### config.mk
export PLATFORM = sky130hd
export DESIGN_NAME = des_key_schedule
export DESIGN_NICKNAME = d
export VERILOG_FILES = /design/src/rtl/des_pkg.sv /design/src/rtl/des_key_permutation1.sv /design/src/rtl/des_key_permutation2.sv /design/src/rtl/des_key_schedule.sv
export SDC_FILE = /design/constraint.sdc
export NUM_CORES = 1
export LEC_CHECK = 0
export BUFFER_PORTS_ARGS = -buffer_cell sky130_fd_sc_hd__buf_2
export CORE_MARGIN = 2
export CORE_UTILIZATION = 34
export DETAILED_ROUTE_END_ITERATION = 8
export PLACE_DENSITY_LB_ADDON = 0.12
export SYNTH_ARGS = -nofsm -noshare
export SYNTH_HDL_FRONTEND = slang
export SYNTH_HIERARCHICAL = 1
export SYNTH_SLANG_ARGS = --single-unit
### constraint.sdc
create_clock -name clk -period 10.9 [get_ports clk]
set_clock_uncertainty 0.2 [all_clocks]
set_input_delay 1.09 -clock clk [delete_from_list [all_inputs] [get_ports clk]]
set_output_delay 1.09 -clock clk [all_outputs]
set_load 0.005 [all_outputs]
### src/rtl/des_pkg.sv
// Shared definitions for the DES key schedule: FSM states, per-round
// rotation amounts, PC-2 selection table and 28-bit rotate helpers.
package des_pkg;

    typedef enum logic {
        ST_IDLE = 1'b0,
        ST_EMIT = 1'b1
    } state_t;

    // Left-rotation amount applied to C and D before round r (encrypt order)
    localparam logic [1:0] SHIFT [16] = '{
        2'd1, 2'd1, 2'd2, 2'd2, 2'd2, 2'd2, 2'd2, 2'd2,
        2'd1, 2'd2, 2'd2, 2'd2, 2'd2, 2'd2, 2'd2, 2'd1
    };

    // PC-2: subkey bit j+1 (DES numbering) takes bit PC2_IDX[j] of C||D
    localparam int PC2_IDX [48] = '{
        14, 17, 11, 24,  1,  5,  3, 28, 15,  6, 21, 10,
        23, 19, 12,  4, 26,  8, 16,  7, 27, 20, 13,  2,
        41, 52, 31, 37, 47, 55, 30, 40, 51, 45, 33, 48,
        44, 49, 39, 56, 34, 53, 46, 42, 50, 36, 29, 32
    };

    // DES bit 1 is the MSB, so "left" moves bits toward the MSB
    function automatic logic [27:0] rol28(input logic [27:0] v, input logic [1:0] n);
        case (n)
            2'd1:    return {v[26:0], v[27]};
            2'd2:    return {v[25:0], v[27:26]};
            default: return v;
        endcase
    endfunction

    function automatic logic [27:0] ror28(input logic [27:0] v, input logic [1:0] n);
        case (n)
            2'd1:    return {v[0], v[27:1]};
            2'd2:    return {v[1:0], v[27:2]};
            default: return v;
        endcase
    endfunction

endpackage

### src/rtl/des_key_permutation1.sv
// PC-1: drops the parity bits of a 64-bit DES key and splits the rest
// into C (cd[55:28]) and D (cd[27:0]). Bit numbering is DES order, MSB first.
module des_key_permutation1 (
    input  logic [63:0] key,
    output logic [55:0] cd
);

    localparam int PC1_IDX [56] = '{
        57, 49, 41, 33, 25, 17,  9,  1, 58, 50, 42, 34, 26, 18,
        10,  2, 59, 51, 43, 35, 27, 19, 11,  3, 60, 52, 44, 36,
        63, 55, 47, 39, 31, 23, 15,  7, 62, 54, 46, 38, 30, 22,
        14,  6, 61, 53, 45, 37, 29, 21, 13,  5, 28, 20, 12,  4
    };

    // Pure bit selection
    always_comb begin
        cd = '0;
        for (int j = 0; j < 56; j++) begin
            cd[55-j] = key[64-PC1_IDX[j]];
        end
    end

endmodule

### src/rtl/des_key_permutation2.sv
// PC-2: compresses the 56-bit C||D register into a 48-bit round subkey.
module des_key_permutation2
    import des_pkg::*;
(
    input  logic [55:0] cd,
    output logic [47:0] subkey
);

    // Pure bit selection
    always_comb begin
        subkey = '0;
        for (int j = 0; j < 48; j++) begin
            subkey[47-j] = cd[56-PC2_IDX[j]];
        end
    end

endmodule

### src/rtl/des_key_schedule.sv
// Sequential DES key schedule. Accepts NUM_KEYS keys (1 = DES, 3 = 3DES)
// in one handshake and streams 16 round subkeys per key, each key in its
// own encrypt or decrypt order. C/D are held pre-rotated so the subkey is
// simply PC-2 of the registers.
// Optional feature: define KEY_PARITY_CHECK_EN to add the per-byte odd
// parity flags (parity_err).
module des_key_schedule
    import des_pkg::*;
#(
    parameter int NUM_KEYS = 3   // only 1 or 3 are meaningful
) (
    input  logic                     clk,
    input  logic                     rst,
    input  logic [64*NUM_KEYS-1:0]   key_in,
    input  logic [NUM_KEYS-1:0]      key_mode,
    input  logic                     key_valid,
    output logic                     key_ready,
    output logic [47:0]              subkey,
    output logic                     subkey_valid,
    input  logic                     subkey_ready,
    output logic [3:0]               subkey_round,
    output logic [1:0]               subkey_key_idx,
    output logic                     subkey_last
`ifdef KEY_PARITY_CHECK_EN
    ,
    output logic [NUM_KEYS*8-1:0]    parity_err
`endif
);

    state_t                 state, state_nxt;
    logic [3:0]             round;
    logic [1:0]             key_idx;
    logic [64*NUM_KEYS-1:0] key_lat;
    logic [NUM_KEYS-1:0]    mode_lat;
    logic [27:0]            c, d;

    logic                   load, adv, key_done, stream_done;
    logic [1:0]             next_idx;
    logic [64*NUM_KEYS-1:0] key_src;
    logic [NUM_KEYS-1:0]    mode_src;
    logic [63:0]            sel_key;
    logic                   sel_mode, cur_mode;
    logic [55:0]            cd_pc1;
    logic [27:0]            c_load, d_load, c_step, d_step;
    logic [47:0]            pc2_out;

    assign load        = (state == ST_IDLE) && key_valid;
    assign adv         = (state == ST_EMIT) && subkey_ready;
    assign key_done    = (round == 4'd15);
    assign stream_done = key_done && (key_idx == 2'(NUM_KEYS - 1));

    // Key feeding the single PC-1: key 0 of the incoming load, or the next latched key
    always_comb begin
        next_idx = load ? 2'd0 : key_idx + 2'd1;
        key_src  = load ? key_in : key_lat;
        mode_src = load ? key_mode : mode_lat;
        sel_key  = '0;
        sel_mode = 1'b0;
        cur_mode = 1'b0;
        for (int k = 0; k < NUM_KEYS; k++) begin
            if (next_idx == 2'(k)) begin
                sel_key  = key_src[64*k +: 64];
                sel_mode = mode_src[k];
            end
            if (key_idx == 2'(k)) begin
                cur_mode = mode_lat[k];
            end
        end
    end

    des_key_permutation1 u_pc1 (
        .key (sel_key),
        .cd  (cd_pc1)
    );

    // Round-0 register value: encrypt pre-applies the first left shift,
    // decrypt starts from the unrotated C0/D0 (which yields K16).
    // Later rounds: encrypt rotates left by SHIFT[r], decrypt rotates right by SHIFT[16-r].
    always_comb begin
        c_load = sel_mode ? cd_pc1[55:28] : rol28(cd_pc1[55:28], SHIFT[0]);
        d_load = sel_mode ? cd_pc1[27:0]  : rol28(cd_pc1[27:0],  SHIFT[0]);
        c_step = cur_mode ? ror28(c, SHIFT[4'd15 - round]) : rol28(c, SHIFT[round + 4'd1]);
        d_step = cur_mode ? ror28(d, SHIFT[4'd15 - round]) : rol28(d, SHIFT[round + 4'd1]);
    end

    des_key_permutation2 u_pc2 (
        .cd     ({c, d}),
        .subkey (pc2_out)
    );

    // Data registers: latched keys and rotating C/D (no reset needed)
    always_ff @(posedge clk) begin
        if (load) begin
            key_lat  <= key_in;
            mode_lat <= key_mode;
        end
        if (load || (adv && key_done && !stream_done)) begin
            c <= c_load;
            d <= d_load;
        end else if (adv && !key_done) begin
            c <= c_step;
            d <= d_step;
        end
    end

    // FSM state register
    always_ff @(posedge clk) begin
        if (rst) state <= ST_IDLE;
        else     state <= state_nxt;
    end

    // FSM next-state
    always_comb begin
        state_nxt = state;
        case (state)
            ST_IDLE: if (key_valid)            state_nxt = ST_EMIT;
            ST_EMIT: if (adv && stream_done)   state_nxt = ST_IDLE;
            default:                           state_nxt = ST_IDLE;
        endcase
    end

    // Round and key counters; both return to 0 when the stream ends
    always_ff @(posedge clk) begin
        if (rst) begin
            round   <= 4'd0;
            key_idx <= 2'd0;
        end else if (load) begin
            round   <= 4'd0;
            key_idx <= 2'd0;
        end else if (adv) begin
            round <= round + 4'd1;
            if (stream_done)   key_idx <= 2'd0;
            else if (key_done) key_idx <= key_idx + 2'd1;
        end
    end

`ifdef KEY_PARITY_CHECK_EN
    // Odd-parity check of every key byte, captured at the load handshake
    always_ff @(posedge clk) begin
        if (rst) begin
            parity_err <= '0;
        end else if (load) begin
            for (int k = 0; k < NUM_KEYS; k++) begin
                for (int b = 0; b < 8; b++) begin
                    parity_err[8*k+b] <= ~(^key_in[64*k + 63 - 8*b -: 8]);
                end
            end
        end
    end
`endif

    // Outputs; subkey is forced to zero while nothing is being offered
    always_comb begin
        key_ready      = (state == ST_IDLE);
        subkey_valid   = (state == ST_EMIT);
        subkey         = subkey_valid ? pc2_out : 48'd0;
        subkey_round   = round;
        subkey_key_idx = key_idx;
        subkey_last    = subkey_valid && stream_done;
    end

endmodule

==> flow_summary_export.csv, run 1 <==
group,metric,value,unit
layout,fin_cells,2204,
global_routing,grt_pass1_vias,10700,
routing,finalWirelength,41800,um
setup_path,r2r-start,"subkey_key_idx[0]$_SDFFE_PP0P_",
placement,io_buffers,231,
sta,fin_crit_sh,0.424,
setup_path,required,11090,ps
cts,cts-root-buf,"clkbuf_16",
pwr,fin_total_pwr,0.00260,W
cts,htree_num_levels,1,
setup_path,endpoint_kind,"flop",
sta,max_clock_freq,216,MHz
setup_path,critPathTopFamily,"buffers and inverters",
setup_path,rr_endpoint,"d[22]$_DFFE_PP_",
setup_path,cp_num_buf_inv,3,
synth,synth_area,13600,um2
global_routing,grt_antenna_before_repair,13,
floorplan,dieArea,41700,um2
placement,dp.cells,2145,
flow_run,max_cap_violations,0,
pwr,ir_drop,126,uV
outcome,status,"finished clean",
cts,postCtsSetupRepairBufs,0,
cts,cts.path.max_buffers,3,
placement,place_ws,6240,ps
pwr,power_density,171,nW/um2
sta,slew_viol_final,0,
routing,ant_nets,0,
setup_path,cp.depth,10,
routing,via_per_inst,5.04,
sta,relSlewSlack,0.291,
cts,numCtsBuffers,29,
sta,final-setup-viol-count,0,
synth,netlist_instances,1607,
setup_path,criticalPathCategory,"reg2reg",
cts,cts_tree,"built",
pwr,leakagePower,7.44,nW
synth,syn-num-nets,1813,
cts,postCtsHoldBufs,0,
sta,whs,235,ps
floorplan,core-area,39600,um2
floorplan,initial_core_util,0.344,
placement,routabilityCongestion,0.764,
cts,clock-sinks,234,
cts,path_clk_slew,60,ps
setup_path,cp_slowest_stage_delay,830,ps
sta,rsz0062_at_grt,"false",
cts,cts_resized,0,
setup_path,path_common_cell,"buf_4",
layout,finalNetCount,1857,
placement,dp_hpwl,29000,um
global_routing,grt-ovfl-total,0,
synth,syn_avg_cell_area,8.48,um2
floorplan,die_y,204,um
setup_path,r2r_cells,10,
setup_path,critPathSlowestCell,"o21ai_0",
sta,hold_viol,0,
global_routing,grt_pass1_wl,64000,um
setup_path,cp_cell_sequence,"buf_4, inv_1, ha_4, buf_4, mux2_2, a21oi_1, o21ai_0, nor2_1, mux2_1, a221oi_2",
global_routing,grt_max_degree,160,
layout,area_delta_synth_final,11.6,%
layout,layout-drive-gt1-share,0.236,
routing,initialDrtViolationCount,627,
routing,route.detailed.drc,0,
floorplan,num_rows,73,
hold_path,hp-class,"reg2reg",
routing,routedWlPerCell,19.0,um
setup_path,critPathMaxFanout,64,
routing,vias,11100,
global_routing,grtUsageTotal,0.197,
synth,yosysWarningCount,6,
sta,setup_ws,6280,ps
sta,worst_pin_slew,1050,ps
cts,clkLatencyLatePin,570,ps
setup_path,critPathLaunch,"subkey_key_idx[0]$_SDFFE_PP0P_",
floorplan,io_pins,256,
setup_path,endpoint,"d[22]$_DFFE_PP_",
floorplan,die_w,204,um
sta,period_needed,4620,ps
setup_path,cp-start-kind,"flop",
setup_path,cp.arrival,4810,ps
sta,setup_tns,0,ps
setup_path,r2r_setup_slack,6280,ps
routing,dr.pass1.iters,5,
-- per-layer routing --
layer | track usage | wire (um)
met1 | 0.279 | 19800
met2 | 0.302 | 18500
met3 | 0.0434 | 2490
met4 | 0.0492 | 908
met5 | 0 | 101
-- registers in the layout, summed over array words and instances (netlist names) --
signal          cells
c                  28
subkey_round        4
subkey_key_idx      2
subkey_valid        1
mode_lat            3
d                  28
key_lat           168
-- how the worst min path moves through the flow --
| stage | startpoint | endpoint | slack, ps | depth (start not counted) |
|---|---|---|---|---|
| 2_1_floorplan | key_lat[102]$_DFF_P_ | key_lat[102]$_DFF_P_ | 210 | 2 |
| 3_3_place_gp | key_lat[29]$_DFF_P_ | key_lat[29]$_DFF_P_ | 230 | 2 |
| 3_5_place_dp | key_lat[98]$_DFF_P_ | key_lat[98]$_DFF_P_ | 230 | 2 |
| 4_1_cts | key_lat[86]$_DFF_P_ | key_lat[86]$_DFF_P_ | 240 | 2 |
| 5_1_grt | key_lat[18]$_DFF_P_ | key_lat[18]$_DFF_P_ | 250 | 2 |
| 6_report | key_lat[111]$_DFF_P_ | key_lat[111]$_DFF_P_ | 240 | 2 |
-- cells in the final DEF (no fill, tap or decap), types with 2 or more instances in the layout --
cell type and count:
o21ai_0 83, inv_1 31, mux2i_1 113, clkbuf_1 6, nand3_1 2, o311ai_0 25
nor3_1 32, nor2b_4 2, buf_2 231, nor2_1 62, a221oi_1 15, nor3b_1 32
diode_2 7, and2_1 49, mux2_1 40, clkbuf_8 8, o21ai_4 2, nor2b_1 2
mux2_2 47, a21oi_1 64, edfxtp_1 56, nand2_1 468, a221oi_2 41, buf_4 16
clkinv_2 4, dfxtp_1 177, ha_1 6, clkbuf_16 31, nand2b_1 2
-- stage by stage --
step                 util  area (um2)
finish              0.383       15200
global route        0.383       15200
CTS                 0.383       15200
detailed placement  0.359       14200
global placement    0.359       14200
floorplan               -       13600
-- cell type report --
cell class,count,area (um2)
sequential,234,5250
antenna,7,17.5
timing repair buffer,248,1300
multi-input combinational,1107,6900
clock inverter,7,53.8
fill,4168,24400
clock buffer,45,908
tap,525,657
inverter,31,116
-- worst min-delay path, stage by stage (launching register included) --
cell and delay, ps:
dfxtp_1 300, nand2_1 50, nand2_1 40
-- report_power, final --
| group | internal, W | switching [W] | leakage (nW) |
|---|---|---|---|
| Sequential | 0.00103 | 0.0000886 | 2.03 |
| Clock | 0.000572 | 0.000389 | 0.477 |
| Combinational | 0.000225 | 0.000296 | 4.93 |
| Total | 0.00183 | 0.000774 | 7.44 |
Note: power is estimated with default switching activity, not from simulation.
==> run 2, diff against run 1 <==
==> constraint.sdc (replaced) <==
create_clock -name clk -period 4.3 [get_ports clk]
set_clock_uncertainty 0.2 [all_clocks]
set_input_delay 0.43 -clock clk [delete_from_list [all_inputs] [get_ports clk]]
set_output_delay 0.43 -clock clk [all_outputs]
set_load 0.005 [all_outputs]
==> flow_summary_export.csv, run 2 (synthesis results as in run 1) <==
group,metric,value,unit
placement,placed_cell_area,14300,um2
floorplan,num_rows,73,
pwr,p_int,0.00474,W
global_routing,grt-ovfl-total,0,
layout,fin_cells,2380,
setup_path,endpoint_kind,"flop",
sta,setup_tns,0,ps
layout,layout-drive-gt1-share,0.218,
setup_path,r2r_setup_slack,840,ps
routing,routedWlPerCell,18.1,um
layout,post-route-util,0.429,
routing,vias,11600,
global_routing,grtUsageTotal,0.203,
setup_path,required,4400,ps
sta,fin_crit_sh,0.805,
cts,cts_tree,"built",
routing,finalWirelength,43000,um
pwr,ir_drop,300,uV
cts,path_clk_slew,70,ps
cts,numCtsBuffers,29,
placement,dp.cells,2153,
sta,final-setup-viol-count,0,
global_routing,grt_pass1_vias,11600,
placement,routabilityCongestion,0.782,
sta,max_clock_freq,289,MHz
floorplan,dieArea,41700,um2
setup_path,cp-start-kind,"flop",
layout,area_delta_synth_final,24.9,%
cts,cts.path.max_buffers,3,
sta,relSlewSlack,0.240,
placement,place_ws,856,ps
cts,clock-sinks,234,
routing,route.detailed.drc,0,
setup_path,r2r-start,"subkey_round[1]$_SDFFE_PP0P_",
global_routing,grt_max_degree,111,
layout,final_cell_mix,"nand2_1, buf_2, dfxtp_1, dlygate4sd3_1, mux2i_1",
sta,setup_ws,838,ps
setup_path,rr_endpoint,"c[10]$_DFFE_PP_",
hold_path,min_path_cells,2,
floorplan,initial_core_util,0.344,
pwr,power_density,396,nW/um2
placement,dp_hpwl,29400,um
setup_path,cp.arrival,3560,ps
layout,regMostFlops,"key_lat",
global_routing,grt_antenna_before_repair,3,
layout,largest_reg_flops,168,
layout,finalNetCount,2037,
cts,cts-root-buf,"clkbuf_16",
sta,period_needed,3460,ps
pwr,switching_power,0.00199,W
flow_run,max_cap_violations,0,
cts,clkLatencyLatePin,570,ps
pwr,pwr-share-clk,0.363,
layout,final_area,17000,um2
setup_path,critPathLaunch,"subkey_round[1]$_SDFFE_PP0P_",
setup_path,criticalPathCategory,"reg2reg",
pwr,power.switching_fraction,0.295,
hold_path,worst_hold_path.endpoint,"subkey_valid$_SDFF_PP0_",
placement,io_buffers,231,
hold_path,hp-class,"in2reg",
routing,dr.pass1.iters,5,
sta,hold_viol,0,
floorplan,io_pins,256,
floorplan,core-area,39600,um2
floorplan,die_y,204,um
sta,worst_pin_slew,1140,ps
hold_path,hp-start,"subkey_ready",
pwr,seqPwrFrac,0.420,
global_routing,grt_pass1_wl,66300,um
routing,via_per_inst,4.88,
outcome,status,"finished clean",
setup_path,r2r_cells,7,
routing,ant_nets,0,
floorplan,die_w,204,um
pwr,comb_power_share,0.217,
pwr,leakagePower,8.22,nW
routing,initialDrtViolationCount,592,
cts,htree_num_levels,1,
layout,mostFrequentLayoutCell,"nand2_1",
sta,slew_viol_final,0,
setup_path,critPathMaxFanout,26,
sta,rsz0062_at_grt,"false",
layout,largestRegisters,"key_lat x168, c x28, d x28",
-- run 2: cell count changes in the layout (fill, tap and decap cells not counted) --
cell / before / now
dlygate4sd3_1: 0 / 172
buf_12: 1 / 5
buf_4: 16 / 20
diode_2: 7 / 3
clkinv_2: 4 / 6
clkbuf_1: 6 / 5
clkinvlp_4: 1 / 0
-- run 2: how the worst max path moves through the flow --
stage | end | slack, ps
global route | c[15]$_DFFE_PP_ | 580
floorplan | c[0]$_DFFE_PP_ | 720
detailed placement | c[10]$_DFFE_PP_ | 860
finish | c[10]$_DFFE_PP_ | 840
CTS | c[10]$_DFFE_PP_ | 840
global placement | c[18]$_DFFE_PP_ | 910
-- run 2: power groups by stage --
stage,Combinational [W],Sequential [W],Clock [W]
4_1_cts,0.00147,0.00283,0.00251
5_1_grt,0.00163,0.00287,0.00258
6_report,0.00146,0.00283,0.00245
3_3_place_gp,0.00133,0.00287,0
3_5_place_dp,0.00134,0.00287,0
2_1_floorplan,0.00113,0.00280,0
-- run 2: metrics by stage --
stage	power [W]	hold slack [ps]
after floorplan	0.00394	214
after global placement	0.00419	227
after detailed placement	0.00421	229
after CTS	0.00680	49.0
after global routing	0.00708	95.8
final	0.00673	74.5
-- run 2: timing repair --
item,in CTS,in global routing
endpoints found under the setup margin,0,0
gates resized for setup,0,0
hold buffers,172,0
endpoints found under the hold margin,178,0
setup buffers,0,0
-- run 2: critical path, cell delays in order, from the launching register on --
cell and delay [ps]:
dfxtp_1 520, ha_1 410, nor2b_1 230, a21oi_1 90, o211ai_4 910, buf_4 470, mux2i_1 280, a221oi_2 80
-- run 2: area by class of cell --
cell class	count	area, um2
Antenna cell	3	7.51
Clock buffer	44	905
Clock inverter	8	56.3
Fill cell	4072	22600
Inverter	31	116
Multi-Input combinational cell	1107	6900
Sequential cell	234	5250
Tap cell	525	657
Timing Repair Buffer	428	3130
-- run 2: metal layers --
layer  vias up  part of all wire  track usage
li1       5814                 -            -
met1      5476              0.48        0.288
met5         -                 0            0
met4         0             0.026       0.0551
met3        61             0.047       0.0314
met2       270              0.45        0.320
